--- src/rtl/alu_pwr_pkg.sv ---
// alu_pwr_pkg
// Shared types and helpers for the ALU power sequencer.
//   pwr_state_e  - sequencer state encoding (ON=0 .. RESTORE=6)
//   pwr_outs_t   - registered power-control outputs for one state
//   decode_outs  - Moore decode from a state to its power-control outputs
//   max3         - largest of three integers, used to size the counters
package alu_pwr_pkg;

  localparam int PWR_STATE_W = 3;

  typedef enum logic [PWR_STATE_W-1:0] {
    ST_ON      = 3'd0,
    ST_DRAIN   = 3'd1,
    ST_ISO     = 3'd2,
    ST_SAVE    = 3'd3,
    ST_OFF     = 3'd4,
    ST_PWRUP   = 3'd5,
    ST_RESTORE = 3'd6
  } pwr_state_e;

  typedef struct packed {
    logic alu_pwr_en;
    logic iso_en;
    logic save;
    logic restore;
    logic alu_on;
  } pwr_outs_t;

  // Isolation covers every state in which the ALU outputs may be invalid:
  // from the start of isolation until the retention restore has been issued.
  function automatic pwr_outs_t decode_outs(input pwr_state_e s);
    pwr_outs_t o;
    o.alu_pwr_en = (s != ST_OFF);
    o.iso_en     = (s inside {ST_ISO, ST_SAVE, ST_OFF, ST_PWRUP, ST_RESTORE});
    o.save       = (s == ST_SAVE);
    o.restore    = (s == ST_RESTORE);
    o.alu_on     = (s == ST_ON);
    return o;
  endfunction

  function automatic int max3(input int a, input int b, input int c);
    int m;
    m = a;
    if (b > m) m = b;
    if (c > m) m = c;
    return m;
  endfunction

endpackage

--- src/rtl/alu_pwr_timer.sv ---
// alu_pwr_timer
// Loadable down-counter shared by the isolation-setup and power-ramp phases.
// Ports:
//   clk, rst_n  - clock, asynchronous active-low reset
//   load        - load the counter with value this cycle
//   value       - phase length in cycles (>= 1)
//   expire      - high during the last cycle of the phase (count == 1)
module alu_pwr_timer #(
  parameter int W = 3
) (
  input  logic         clk,
  input  logic         rst_n,
  input  logic         load,
  input  logic [W-1:0] value,
  output logic         expire
);

  localparam logic [W-1:0] ONE = W'(1);

  logic [W-1:0] count;

  // Counting stops at zero so an idle timer never wraps and re-fires.
  always_ff @(posedge clk or negedge rst_n) begin
    if (!rst_n) begin
      count <= '0;
    end else if (load) begin
      count <= value;
    end else if (count != '0) begin
      count <= count - ONE;
    end
  end

  assign expire = (count == ONE);

endmodule

--- src/rtl/alu_pwr_ctrl.sv ---
// alu_pwr_ctrl
// Always-on power sequencer for the power-gated ALU domain.
// Ports:
//   clk, rst_n             - clock, asynchronous active-low reset
//   sleep_req, wake_req    - level requests to power the ALU down / up
//   start_in               - requester start, held until accepted
//   start_ready, start_out - start handshake, open only while fully ON
//   alu_busy               - ALU busy flag, blocks draining into isolation
//   alu_pwr_en, iso_en     - registered power enable and output isolation
//   save, restore          - registered one-cycle retention pulses
//   pwr_state, alu_on      - registered state encoding and ON indicator
module alu_pwr_ctrl
  import alu_pwr_pkg::*;
#(
  parameter int ISO_SETUP     = 2,
  parameter int PWR_UP_CYCLES = 4,
  parameter int IDLE_TIMEOUT  = 16
) (
  input  logic                   clk,
  input  logic                   rst_n,
  input  logic                   sleep_req,
  input  logic                   wake_req,
  input  logic                   start_in,
  output logic                   start_ready,
  output logic                   start_out,
  input  logic                   alu_busy,
  output logic                   alu_pwr_en,
  output logic                   iso_en,
  output logic                   save,
  output logic                   restore,
  output logic [PWR_STATE_W-1:0] pwr_state,
  output logic                   alu_on
);

  localparam int CNT_W = $clog2(max3(ISO_SETUP, PWR_UP_CYCLES, IDLE_TIMEOUT) + 1);

  localparam logic [CNT_W-1:0] ISO_LOAD   = CNT_W'(ISO_SETUP);
  localparam logic [CNT_W-1:0] PWRUP_LOAD = CNT_W'(PWR_UP_CYCLES);
  localparam logic [CNT_W-1:0] IDLE_LIMIT = CNT_W'(IDLE_TIMEOUT);
  localparam logic [CNT_W-1:0] ONE        = CNT_W'(1);

  pwr_state_e       state;
  pwr_state_e       state_nx;
  pwr_outs_t        outs_nx;
  logic [CNT_W-1:0] idle_cnt;
  logic             idle_hit;
  logic             wake_pend;
  logic             wake_any;
  logic             timer_load;
  logic [CNT_W-1:0] timer_value;
  logic             timer_expire;

  alu_pwr_timer #(
    .W (CNT_W)
  ) u_timer (
    .clk    (clk),
    .rst_n  (rst_n),
    .load   (timer_load),
    .value  (timer_value),
    .expire (timer_expire)
  );

  assign wake_any = wake_req | start_in;
  assign idle_hit = (IDLE_TIMEOUT != 0) && (idle_cnt == IDLE_LIMIT);

  // In ON a pending start or an explicit wake both hold the domain up, so
  // sleep only wins when neither is present. DRAIN/ISO/SAVE cannot be
  // aborted; any wake seen there is remembered in wake_pend and acted on
  // from OFF after a single cycle.
  always_comb begin
    state_nx    = state;
    timer_load  = 1'b0;
    timer_value = ISO_LOAD;
    case (state)
      ST_ON: begin
        if (!start_in && !wake_req && (sleep_req || idle_hit)) state_nx = ST_DRAIN;
      end
      ST_DRAIN: begin
        if (!alu_busy) begin
          state_nx    = ST_ISO;
          timer_load  = 1'b1;
          timer_value = ISO_LOAD;
        end
      end
      ST_ISO: begin
        if (timer_expire) state_nx = ST_SAVE;
      end
      ST_SAVE: begin
        state_nx = ST_OFF;
      end
      ST_OFF: begin
        if (wake_any || wake_pend) begin
          state_nx    = ST_PWRUP;
          timer_load  = 1'b1;
          timer_value = PWRUP_LOAD;
        end
      end
      ST_PWRUP: begin
        if (timer_expire) state_nx = ST_RESTORE;
      end
      ST_RESTORE: begin
        state_nx = ST_ON;
      end
      default: begin
        state_nx = ST_ON;
      end
    endcase
    outs_nx = decode_outs(state_nx);
  end

  // Outputs are decoded from the next state so they register in the same
  // cycle as the state itself and never glitch.
  always_ff @(posedge clk or negedge rst_n) begin
    if (!rst_n) begin
      state      <= ST_ON;
      alu_pwr_en <= 1'b1;
      iso_en     <= 1'b0;
      save       <= 1'b0;
      restore    <= 1'b0;
      alu_on     <= 1'b1;
      idle_cnt   <= '0;
      wake_pend  <= 1'b0;
    end else begin
      state      <= state_nx;
      alu_pwr_en <= outs_nx.alu_pwr_en;
      iso_en     <= outs_nx.iso_en;
      save       <= outs_nx.save;
      restore    <= outs_nx.restore;
      alu_on     <= outs_nx.alu_on;

      if (state == ST_ON && !alu_busy && !start_in) begin
        if (idle_cnt != IDLE_LIMIT) idle_cnt <= idle_cnt + ONE;
      end else begin
        idle_cnt <= '0;
      end

      if (state inside {ST_DRAIN, ST_ISO, ST_SAVE}) begin
        if (wake_any) wake_pend <= 1'b1;
      end else if (state == ST_OFF) begin
        wake_pend <= 1'b0;
      end
    end
  end

  assign pwr_state   = state;
  assign start_ready = (state == ST_ON);
  assign start_out   = start_in & start_ready;

endmodule

--- config.mk ---
export PLATFORM = sky130hd
export DESIGN_NAME = alu_pwr_ctrl
export DESIGN_NICKNAME = d
export VERILOG_FILES = /design/src/rtl/alu_pwr_pkg.sv /design/src/rtl/alu_pwr_timer.sv /design/src/rtl/alu_pwr_ctrl.sv
export SDC_FILE = /design/constraint.sdc
export NUM_CORES = 1
export LEC_CHECK = 0
export BUFFER_PORTS_ARGS = -buffer_cell sky130_fd_sc_hd__buf_2
export CORE_MARGIN = 4
export CORE_UTILIZATION = 41
export CTS_BUF_LIST = sky130_fd_sc_hd__clkbuf_8
export DETAILED_ROUTE_END_ITERATION = 10
export GPL_TIMING_DRIVEN = 1
export PLACE_DENSITY = 0.61
export SETUP_SLACK_MARGIN = 0.3
export SLEW_MARGIN = 20
export SYNTH_ARGS = -nofsm -noshare
export SYNTH_HDL_FRONTEND = slang
export SYNTH_SLANG_ARGS = --single-unit
--- constraint.sdc ---
create_clock -name clk -period 1.45 [get_ports clk]
set_clock_uncertainty 0.05 [all_clocks]
set_input_delay 0.29 -clock clk [delete_from_list [all_inputs] [get_ports clk]]
set_output_delay 0.29 -clock clk [all_outputs]
set_load 0.01 [all_outputs]
==> metrics.cfg <==
[timing]
report.final.setup_viol=10
maxSlewViolCount=0
worst_pin_slew_ns=0.454
layout_worst_path_cycle_share_pct=109
max_freq_mhz=635
rsz0062_at_grt=yes
fin_crit_ns=1.57
fin_ws_ns=-0.124
hold_viol_final=0
slew_headroom_pct=69.7

[clock_tree]
cts_buffers=3
cts_max_path_buffers=2
clockRootBuffer=clkbuf_8
cts_htree_levels=1
cts_sinks=19
insertion_delay_ns=0.26
tritoncts=done
clk_pin_slew_worst_paths_ns=0.07

[global_routing]
track_usage_pct=16.5
grt_first_pass_wirelength_um=4110
grt_max_degree=20
antenna_found_initial=0
grt_pass1_vias=836
overflow=0

[die]
start_util_pct=44.0
io_pins=16
dieArea_mm2=0.00327
fp.coreArea_mm2=0.00225
dieHeight_um=57.2
num_rows=17
die_w_um=57.2

[worst_setup_path]
crit_buf_inv=2
path_max_fanout=4
worstPathArrival_ns=1.23
slowest_delay_ns=0.43
critPathKind=flop to output port
start_kind=flop
critPathSlowestCell=dfrtp_2
end_kind=output port
critPathTopFamily=flip-flops
critPathRequiredTime_ns=1.11
path_cells=buf_6, nor3_4, and2_1, buf_2

[status]
violations=setup timing
run_status=finished with violations

[final_layout]
fin_util_pct=69.9
area_growth_syn_to_layout_pct=59.0
final_nets=154
diodes=0
drive_gt1_share_pct=57.0
nFillCells=174

[routing]
num_vias=876
drt_iter0_drc=27
routed_via_density=5.15
post_drt_wl_per_cell_um=15.2
drc=0
drtAntennaViolNets=0
wl_um=2590
firstDrtPassIters=4

[logic_synthesis]
synth.net_count=106
ys_async_sr_fraction_pct=100
syn_inst=95
yosysSeqAreaShare_pct=48.2
synth_top_area_cell=dfrtp_1
synth_edf_count=0
synthFlopType=dfrtp_1
syn_area_um2=991
yosys_warnings=0
synth_top_area_share_pct=42.9
synth_seq_cells=19
synth_area_leaders=dfrtp_1 43%, ha_1 6.3%, dfstp_2 5.3%, nor2_1 4.2%, xnor2_1 3.5%
ys_types=34
avgSynthCellArea_um2=10.4

[hold_path]
hold_path.class=primary input to flop

[place]
numPortBuffers=15
dp_hpwl_um=1580
dp_slack_ns=-0.0265
gp_congestion=0.757

[job]
drv_cap=0

[power_and_ir_drop]
power.leakage_nw=0.710
vdd_drop_max_uv=1130
power_mw=2.86
powerDensity_mw_per_mm2=1810

==> layer usage <==
metal / track usage, % / wire, µm
met1: 22.3 / 1120
met2: 26.1 / 1290
met3: 2.94 / 106
met4: 6.95 / 66
met5: 0 / 0
==> timing repair <==
action                                 CTS  global route
gates resized for setup                 29            17
pin swaps                                6             8
endpoints found under the hold margin   17             0
setup buffers                            9             8
setup endpoints to repair               24            26
hold buffers                             1             0
==> layout by cell type, fill, tap and decap left out, types with 2 or more instances in the layout <==
cell type   n
dfrtp_2     3
xnor2_1     3
buf_6      16
buf_4      19
clkbuf_8    3
nand3_1     2
and2_1      3
nor2_1      7
nor3_4      2
nand2_1     6
nand3_2     2
nor3_1      2
inv_2       4
buf_2      10
inv_1       2
o211ai_1    2
xor2_1      3
or4b_4      2
ha_4        4
dfstp_2     2
or3_1       2
dfrtp_1    14
o22ai_1     2
nor2_2      2
nor2_4      2
==> area by class of cell <==
type / count / area, µm² / share of cell area [%]
tap: 28 / 35.0 / 2.22
timing repair buffer: 46 / 383 / 24.3
clock inverter: 1 / 3.75 / 0.238
multi-input combinational: 68 / 612 / 38.8
inverter: 5 / 18.8 / 1.19
clock buffer: 3 / 41.3 / 2.62
sequential: 19 / 482 / 30.6
==> stage by stage <==
step	area (µm²)	std cells	TNS, ns	hold WS, ns
floorplan	1020	95	-0.0184	-0.0556
global placement	1200	148	0	0.202
detailed placement	1200	148	-0.0417	0.208
CTS	1450	162	-0.475	0.318
global route	1580	170	-1.19	0.330
finish	1580	170	-0.521	0.317
==> power by group <==
| part | internal [mW] | total (mW) | switching [mW] |
|---|---|---|---|
| registers | 0.719 | 0.883 | 0.165 |
| clock network | 0.189 | 0.381 | 0.192 |
| logic | 0.902 | 1.59 | 0.691 |
==> worst reg2reg max path, stage by stage (launching register included) <==
cell and delay [ns]:
dfrtp_2 0.46, buf_4 0.15, or4b_4 0.58, o21ai_4 0.11
nor3_1 0.08
==> state kept, by name (all words and copies together) (netlist names) <==
| register | count |
|---|---|
| save | 1 |
| wake_pend | 1 |
| idle_cnt | 5 |
| restore | 1 |
| iso_en | 1 |
| pwr_state | 3 |
| alu_on | 1 |
| u_timer.count | 5 |
| alu_pwr_en | 1 |
==> logic make-up after synthesis <==
group | synth area share, %
simple gates | 27.0
compound gates | 7.83
fa+ha+maj | 6.31
flops | 48.2
mux | 1.01
buf+inv | 3.41
xor+xnor | 6.19
==> cells in the mapped netlist, types with 2 or more instances <==
master,n
a21oi_1,2
and2_1,3
buf_2,3
dfrtp_1,17
dfstp_2,2
ha_1,5
inv_1,5
nand2_1,7
nand3_1,4
nor2_1,11
nor3_1,4
o211ai_1,2
o21ai_0,2
o22ai_1,2
or3_1,2
xnor2_1,4
xor2_1,3
==> final timing paths <==
kind                               from               end  slack [ns]  cells past startpoint
setup / recovery           pwr_state[0]         start_out       -0.12                      4
hold / removal                 alu_busy            iso_en        0.32                      3
setup reg to reg           pwr_state[1]  u_timer.count[4]       -0.09                      4
hold reg to reg               wake_pend         wake_pend        0.45                      2
max in group asynchronous         rst_n        alu_pwr_en        0.56                      2
min in group asynchronous         rst_n  u_timer.count[1]        0.45                      2
(Power assumes the default switching activity.)
